## src/rtl/reg_byte_load_seq_pkg.sv

```systemverilog
// Shared definitions for the byte-load sequencer: the target register's
// function-select codes and the sequencer state encoding.
package reg_byte_load_seq_pkg;

  typedef enum logic [2:0] {
    FS_DEC    = 3'b000,
    FS_INC    = 3'b001,
    FS_LOAD   = 3'b010,
    FS_CLR    = 3'b011,
    FS_LOAD8  = 3'b100,
    FS_LOAD16 = 3'b101,
    FS_SHL8   = 3'b110,
    FS_SEXT16 = 3'b111
  } funsel_e;

  typedef enum logic [2:0] {
    ST_IDLE = 3'd0,
    ST_REQ  = 3'd1,
    ST_LOAD = 3'd2,
    ST_CLR  = 3'd3,
    ST_DONE = 3'd4,
    ST_ERR  = 3'd5
  } state_e;

  localparam int MAX_BYTES = 4;

endpackage

```

## src/rtl/reg_byte_load_seq.sv

```systemverilog
// Fetches 1-4 bytes from a byte memory and assembles them big-endian into a
// 32-bit register by issuing LOAD8 for the first byte and SHL8 for the rest.
module reg_byte_load_seq
  import reg_byte_load_seq_pkg::*;
#(
  parameter int ADDR_W  = 16,
  parameter int TIMEOUT = 15
) (
  input  logic              Clock,
  input  logic              Reset,
  input  logic              Start,
  input  logic [ADDR_W-1:0] BaseAddr,
  input  logic [2:0]        ByteCount,
  output logic              MemReq,
  output logic [ADDR_W-1:0] MemAddr,
  input  logic              MemAck,
  input  logic [7:0]        MemData,
  output logic              RegE,
  output logic [2:0]        RegFunSel,
  output logic [31:0]       RegI,
  output logic              Busy,
  output logic              Done,
  output logic              Err
);

  localparam int TIMER_W = $clog2(TIMEOUT + 1);

  state_e              state_q, state_d;
  logic [ADDR_W-1:0]   base_q, base_d;
  logic [2:0]          count_q, count_d;
  logic [2:0]          index_q, index_d;
  logic [TIMER_W-1:0]  timer_q, timer_d;
  logic [7:0]          byte_q, byte_d;
  logic [2:0]          index_inc;
  logic [TIMER_W-1:0]  timer_cnt;

  // timer_q holds completed no-ack REQ cycles, so timer_cnt is the 1-based
  // count of the REQ cycle currently in progress.
  assign index_inc = index_q + 3'd1;
  assign timer_cnt = timer_q + TIMER_W'(1);
  assign RegI      = {24'b0, byte_q};

  always_ff @(posedge Clock or negedge Reset) begin
    if (!Reset) begin
      state_q <= ST_IDLE;
      base_q  <= '0;
      count_q <= '0;
      index_q <= '0;
      timer_q <= '0;
      byte_q  <= '0;
    end else begin
      state_q <= state_d;
      base_q  <= base_d;
      count_q <= count_d;
      index_q <= index_d;
      timer_q <= timer_d;
      byte_q  <= byte_d;
    end
  end

  always_comb begin
    state_d   = state_q;
    base_d    = base_q;
    count_d   = count_q;
    index_d   = index_q;
    timer_d   = timer_q;
    byte_d    = byte_q;
    MemReq    = 1'b0;
    MemAddr   = '0;
    RegE      = 1'b0;
    RegFunSel = FS_DEC;
    Done      = 1'b0;
    Err       = 1'b0;
    Busy      = (state_q != ST_IDLE);

    case (state_q)
      ST_IDLE: begin
        if (Start) begin
          base_d  = BaseAddr;
          count_d = ByteCount;
          index_d = '0;
          timer_d = '0;
          if (ByteCount == 3'd0)
            state_d = ST_CLR;
          else if (ByteCount <= 3'(MAX_BYTES))
            state_d = ST_REQ;
          else
            state_d = ST_ERR;
        end
      end
      ST_REQ: begin
        MemReq  = 1'b1;
        MemAddr = base_q + ADDR_W'(index_q);
        // An ack on the final allowed cycle still wins over the timeout.
        if (MemAck) begin
          byte_d  = MemData;
          state_d = ST_LOAD;
        end else if (timer_cnt == TIMER_W'(TIMEOUT)) begin
          state_d = ST_ERR;
        end else begin
          timer_d = timer_cnt;
        end
      end
      ST_LOAD: begin
        RegE      = 1'b1;
        RegFunSel = (index_q == 3'd0) ? FS_LOAD8 : FS_SHL8;
        index_d   = index_inc;
        timer_d   = '0;
        state_d   = (index_inc == count_q) ? ST_DONE : ST_REQ;
      end
      ST_CLR: begin
        RegE      = 1'b1;
        RegFunSel = FS_CLR;
        state_d   = ST_DONE;
      end
      ST_DONE: begin
        Done    = 1'b1;
        state_d = ST_IDLE;
      end
      ST_ERR: begin
        Err     = 1'b1;
        state_d = ST_IDLE;
      end
      default: state_d = ST_IDLE;
    endcase
  end

endmodule

```

## config.mk

```make
export PLATFORM = sky130hd
export DESIGN_NAME = reg_byte_load_seq
export DESIGN_NICKNAME = d
export VERILOG_FILES = /design/src/rtl/reg_byte_load_seq_pkg.sv /design/src/rtl/reg_byte_load_seq.sv
export SDC_FILE = /design/constraint.sdc
export NUM_CORES = 1
export LEC_CHECK = 0
export CORE_MARGIN = 2
export CORE_UTILIZATION = 48
export DETAILED_ROUTE_END_ITERATION = 7
export PLACE_DENSITY_LB_ADDON = 0.08
export SETUP_SLACK_MARGIN = 0.4
export SYNTH_ARGS = -nofsm -noshare
export SYNTH_HDL_FRONTEND = slang
export SYNTH_SLANG_ARGS = --single-unit
```

## constraint.sdc

```tcl
create_clock -name Clock -period 5.44 [get_ports Clock]
set_input_delay 1.088 -clock Clock [delete_from_list [all_inputs] [get_ports Clock]]
set_output_delay 1.088 -clock Clock [all_outputs]
set_load 0.01 [all_outputs]
```

After elaboration in Yosys (flattened, before gate mapping)
Cells that the tools add are included.
Widths: inputs -> output; s select.
{"block": "classes", "addsub": 3, "order_cmp": 1, "eq_ne": 11, "muxes": 20, "reduce_logical": 12}
{"cell": "$mux 3", "n": 7}
{"cell": "$add 16x3->16", "n": 1}
{"cell": "$mux 16", "n": 1}
{"cell": "$mux 4", "n": 3}
{"cell": "$pmux 3 s2", "n": 2}
{"cell": "$pmux 3 s4", "n": 1}
{"cell": "$pmux 4 s3", "n": 1}
{"cell": "$logic_not 3->1", "n": 3}
{"cell": "$reduce_and 2->1", "n": 4}
{"cell": "$eq 3x2->1 const B", "n": 2}
{"cell": "$eq 3x3->1 const B", "n": 2}
{"cell": "$ne 2x2->1 const B", "n": 3}
{"cell": "$reduce_bool 3->1", "n": 2}
{"cell": "$add 4x1->4 const B", "n": 1}
{"cell": "$eq 4x4->1 const B", "n": 1}
{"cell": "$mux 1", "n": 4}
{"cell": "$reduce_and 4->1", "n": 1}
{"cell": "$add 3x1->3 const B", "n": 1}
{"cell": "$eq 3x1->1 const B", "n": 1}
{"cell": "$eq 3x3->1", "n": 1}
{"cell": "$le 3x3->1 const B", "n": 1}
{"cell": "$ne 3x3->1 const B", "n": 1}
{"cell": "$mux 2", "n": 1}
{"cell": "$reduce_bool 2->1", "n": 1}
{"cell": "$reduce_or 2->1", "n": 1}
{"block": "word_totals", "regBits": 37, "inputBits": 31, "output_inout_bits": 56, "wordCells": 53}

Logic depth before layout (Yosys ltp)
{"block": "depth", "depth_word": 5, "mapped_depth": 7, "mapped_depth_nobuf": 7}

Worst setup path before layout
No wires, ideal clock.
{"block": "synth_path", "path_type": "reg2out", "start": "register index_q[0]", "end": "output MemAddr[6]", "t_arrival_ns": 1.730, "required_time_ns": 4.352, "path_slack_ns": 2.622, "path_stages_with_launch": 8, "n_path_buf": 0, "cell_sequence": "dfrtp_1 > ha_1 > inv_1 > fa_1 > nor2b_1 > o2111ai_1 > xor2_1 > nor2_1"}
{"block": "synth_via", "elab_chain_cells": 2}
{"item": "from (decl)", "line_no": "reg_byte_load_seq.sv:31", "text": "logic [2:0] index_q, index_d;"}
{"item": "from (signal assigned)", "line_no": "reg_byte_load_seq.sv:55", "text": "index_q <= index_d;"}
{"item": "$add 16x3->16", "line_no": "reg_byte_load_seq.sv:93", "text": "MemAddr = base_q + ADDR_W'(index_q);"}
{"item": "$mux 16", "line_no": "reg_byte_load_seq.sv:76", "text": "case (state_q)"}
{"item": "to (decl)", "line_no": "reg_byte_load_seq.sv:15", "text": "output logic [ADDR_W-1:0] MemAddr,"}
No other way between the ends.

Worst setup path in the final report
{"block": "layout_path", "start": "register index_q[1]", "end": "output MemAddr[7]"}
Same word-level chain as after synthesis.

==> impl_metrics.json <==
{
  "drc": 0,
  "num_antenna_cells": 0,
  "synth.top_cells.by_area": "dfrtp_1 (39%), mux2_2 (13%), buf_4 (7.9%)",
  "cts.path.max_buffers": 2,
  "clk_latency_ns": 0.29,
  "cts_root_buf": "clkbuf_8",
  "dp_slack_ns": 1.93,
  "routed_wl_microns": 4870,
  "power_mw": 1.59,
  "yosysMostFrequentCell": "dfrtp_1",
  "syn_area_per_cell_sq_um": 10.3,
  "h-tree-depth": 2,
  "start_util": 0.500,
  "finalSetupViolCount": 0,
  "route.vias.total": 1855,
  "core_area_sq_um": 4720,
  "rrSetupSlack_ns": 2.92,
  "routabilityCongestion": 0.840,
  "slew_viol_final": 0,
  "synth_top_cell_area_share": 0.392,
  "viasPerCell": 5.18,
  "detail_route.wl_per_cell_microns": 13.6,
  "min_period_ns": 3.82,
  "cp_max_fo": 13,
  "die_area_sq_um": 5500,
  "grt-ovfl-total": 0,
  "rsz0062_at_grt": "false",
  "r2r-start": "state_q[0]",
  "dr.pass1.iters": 4,
  "relSlewSlack": 0.432,
  "grt_first_pass_wirelength_microns": 8120,
  "whs_endpoint": "byte_q[5]",
  "skew_ns": 0.00573,
  "p_leak_nw": 1.29,
  "layout-drive-gt1-share": 0.148,
  "critical_path_class": "reg -> out",
  "rr_worst_depth": 4,
  "synth_ff_type": "dfrtp_1",
  "portBuffers": 62,
  "path_clk_slew_ns": 0.07,
  "ys_ff_latch": 37,
  "grt_max_degree": 38,
  "final_core_util": 0.645,
  "numCtsBuffers": 5,
  "netlist_instances": 230,
  "powerDensity_nw_per_um2": 523,
  "critPathRequiredTime_ns": 4.35,
  "synth_common_cells": "dfrtp_1 (37), mux2_2 (27), buf_4 (25)",
  "antenna_found_initial": 0,
  "synth_warnings": 0,
  "cts_setup_buffers": 0,
  "clock.fmax_ghz": 0.262,
  "seq_area_frac_synth": 0.392,
  "tns_ns": 0,
  "ant_nets": 0,
  "synth_cell_type_count": 49,
  "yosysTopAreaCell": "dfrtp_1",
  "nNetsFinal": 329,
  "hpwl_microns": 3580,
  "fin_ws_ns": 1.62,
  "die_y_microns": 74.2,
  "synth-edff-count": 0,
  "core.rowCount": 25,
  "io_pins": 87,
  "worstHoldStart": "byte_q[5]",
  "syn_area_sq_um": 2360,
  "period_share": 0.702,
  "hold_class": "reg -> reg",
  "drv_cap": 0,
  "cts.repair.resized": 0,
  "crit_path_start_kind": "register",
  "cts.sinks": 37,
  "hold_viol_final": 0,
  "arrival_ns": 2.73,
  "status": "finished clean",
  "ir_worst_vdd_mv": 0.259,
  "min_path_cells": 1,
  "area_delta_synth_final_pct": 28.9,
  "hold_buffers": 0,
  "grt_use_total": 0.194,
  "worstMarginPinSlew_ns": 0.852,
  "synthArstFlopShare": 1.00,
  "end_kind": "output pin",
  "cts_tree": "built",
  "fp.dieW_microns": 74.2,
  "drt-initial-drc-count": 94,
  "grt_pass1_vias": 1725,
  "regToRegEndpoint": "byte_q[3]"
}
worst max-delay path, stage by stage (launching register included):
cell             delay (ns)
dfrtp_1                0.41
ha_1                   0.27
a21o_1                 0.17
a21oi_1                0.67
o21ai_0                0.16
a21oi_1                0.19
clkdlybuf4s50_1        0.56
layout make-up:
class | instances | area [sq um]
fillers | 379 | 1680
multi-input cells | 175 | 1280
flip-flops and latches | 37 | 926
repair buffers | 63 | 623
clock buffers | 7 | 96.3
well taps | 67 | 83.8
inverters | 8 | 30.0
clock inverters | 1 | 5.00
cell families after synthesis:
group,after synthesis,synth area share
AO/OA/AOI/OAI,37,0.110
XOR/XNOR,9,0.0397
adder cells (fa/ha/maj),8,0.0455
buffers and inverters,41,0.106
flip-flops,37,0.392
multiplexers,29,0.137
other,1,0.00159
AND/OR/NAND/NOR,68,0.167
where the power goes:
part | internal, mW | switching (mW)
logic | 0.467 | 0.361
clock network | 0.114 | 0.0950
registers | 0.406 | 0.149
total | 0.987 | 0.604
stage by stage:
| stage | hold WS [ns] | instance area [sq um] | instances |
|---|---|---|---|
| finish | 0.508 | 3040 | 358 |
| global placement | 0.490 | 2940 | 350 |
| global route | 0.529 | 3040 | 358 |
| CTS | 0.515 | 3040 | 358 |
| floorplan | 0.487 | 2450 | 253 |
| detailed placement | 0.498 | 2940 | 350 |
cell usage in the layout (no fill, tap or decap), types with 2 or more instances in the layout:
cell type / instances
dfrtp_1: 37
o21ai_0: 5
nand2_1: 12
nor2b_1: 5
nand2b_1: 2
ha_1: 7
nand3_1: 4
and2_1: 4
or4_1: 3
and3_1: 2
a22o_1: 2
clkdlybuf4s50_1: 61
a21o_1: 2
a21oi_1: 10
or3_1: 4
and4_1: 2
mux2i_1: 2
conb_1: 24
o31ai_1: 4
o211ai_1: 2
nor2_1: 10
or2_2: 2
and3b_1: 2
nor4_1: 2
xor2_1: 7
o2111ai_1: 4
mux2_2: 27
clkbuf_8: 7
inv_1: 8
nor3_1: 7
layer usage:
layer | GRT usage | wire, microns | vias to the layer above
met3 | 0.0569 | 345 | 6
met1 | 0.246 | 2140 | 891
met2 | 0.314 | 2310 | 66
met4 | 0.0727 | 72 | 0
met5 | 0 | 0 | -
li1 | - | - | 892
sequential cells by signal (all words and copies together) (netlist names):
signal,flops
byte_q,8
index_q,3
timer_q,4
count_q,3
state_q,3
base_q,16
worst max-delay path by stage:
stage,start,end,slack [ns],depth (start not counted)
6_report,index_q[1],MemAddr[7],1.62,6
5_1_grt,index_q[1],MemAddr[5],1.36,6
4_1_cts,index_q[1],MemAddr[7],1.60,6
3_5_place_dp,index_q[1],MemAddr[7],1.93,6
3_3_place_gp,index_q[1],MemAddr[15],1.99,6
2_1_floorplan,index_q[0],MemAddr[6],2.62,7
Note: power is estimated with default switching activity, not from simulation.
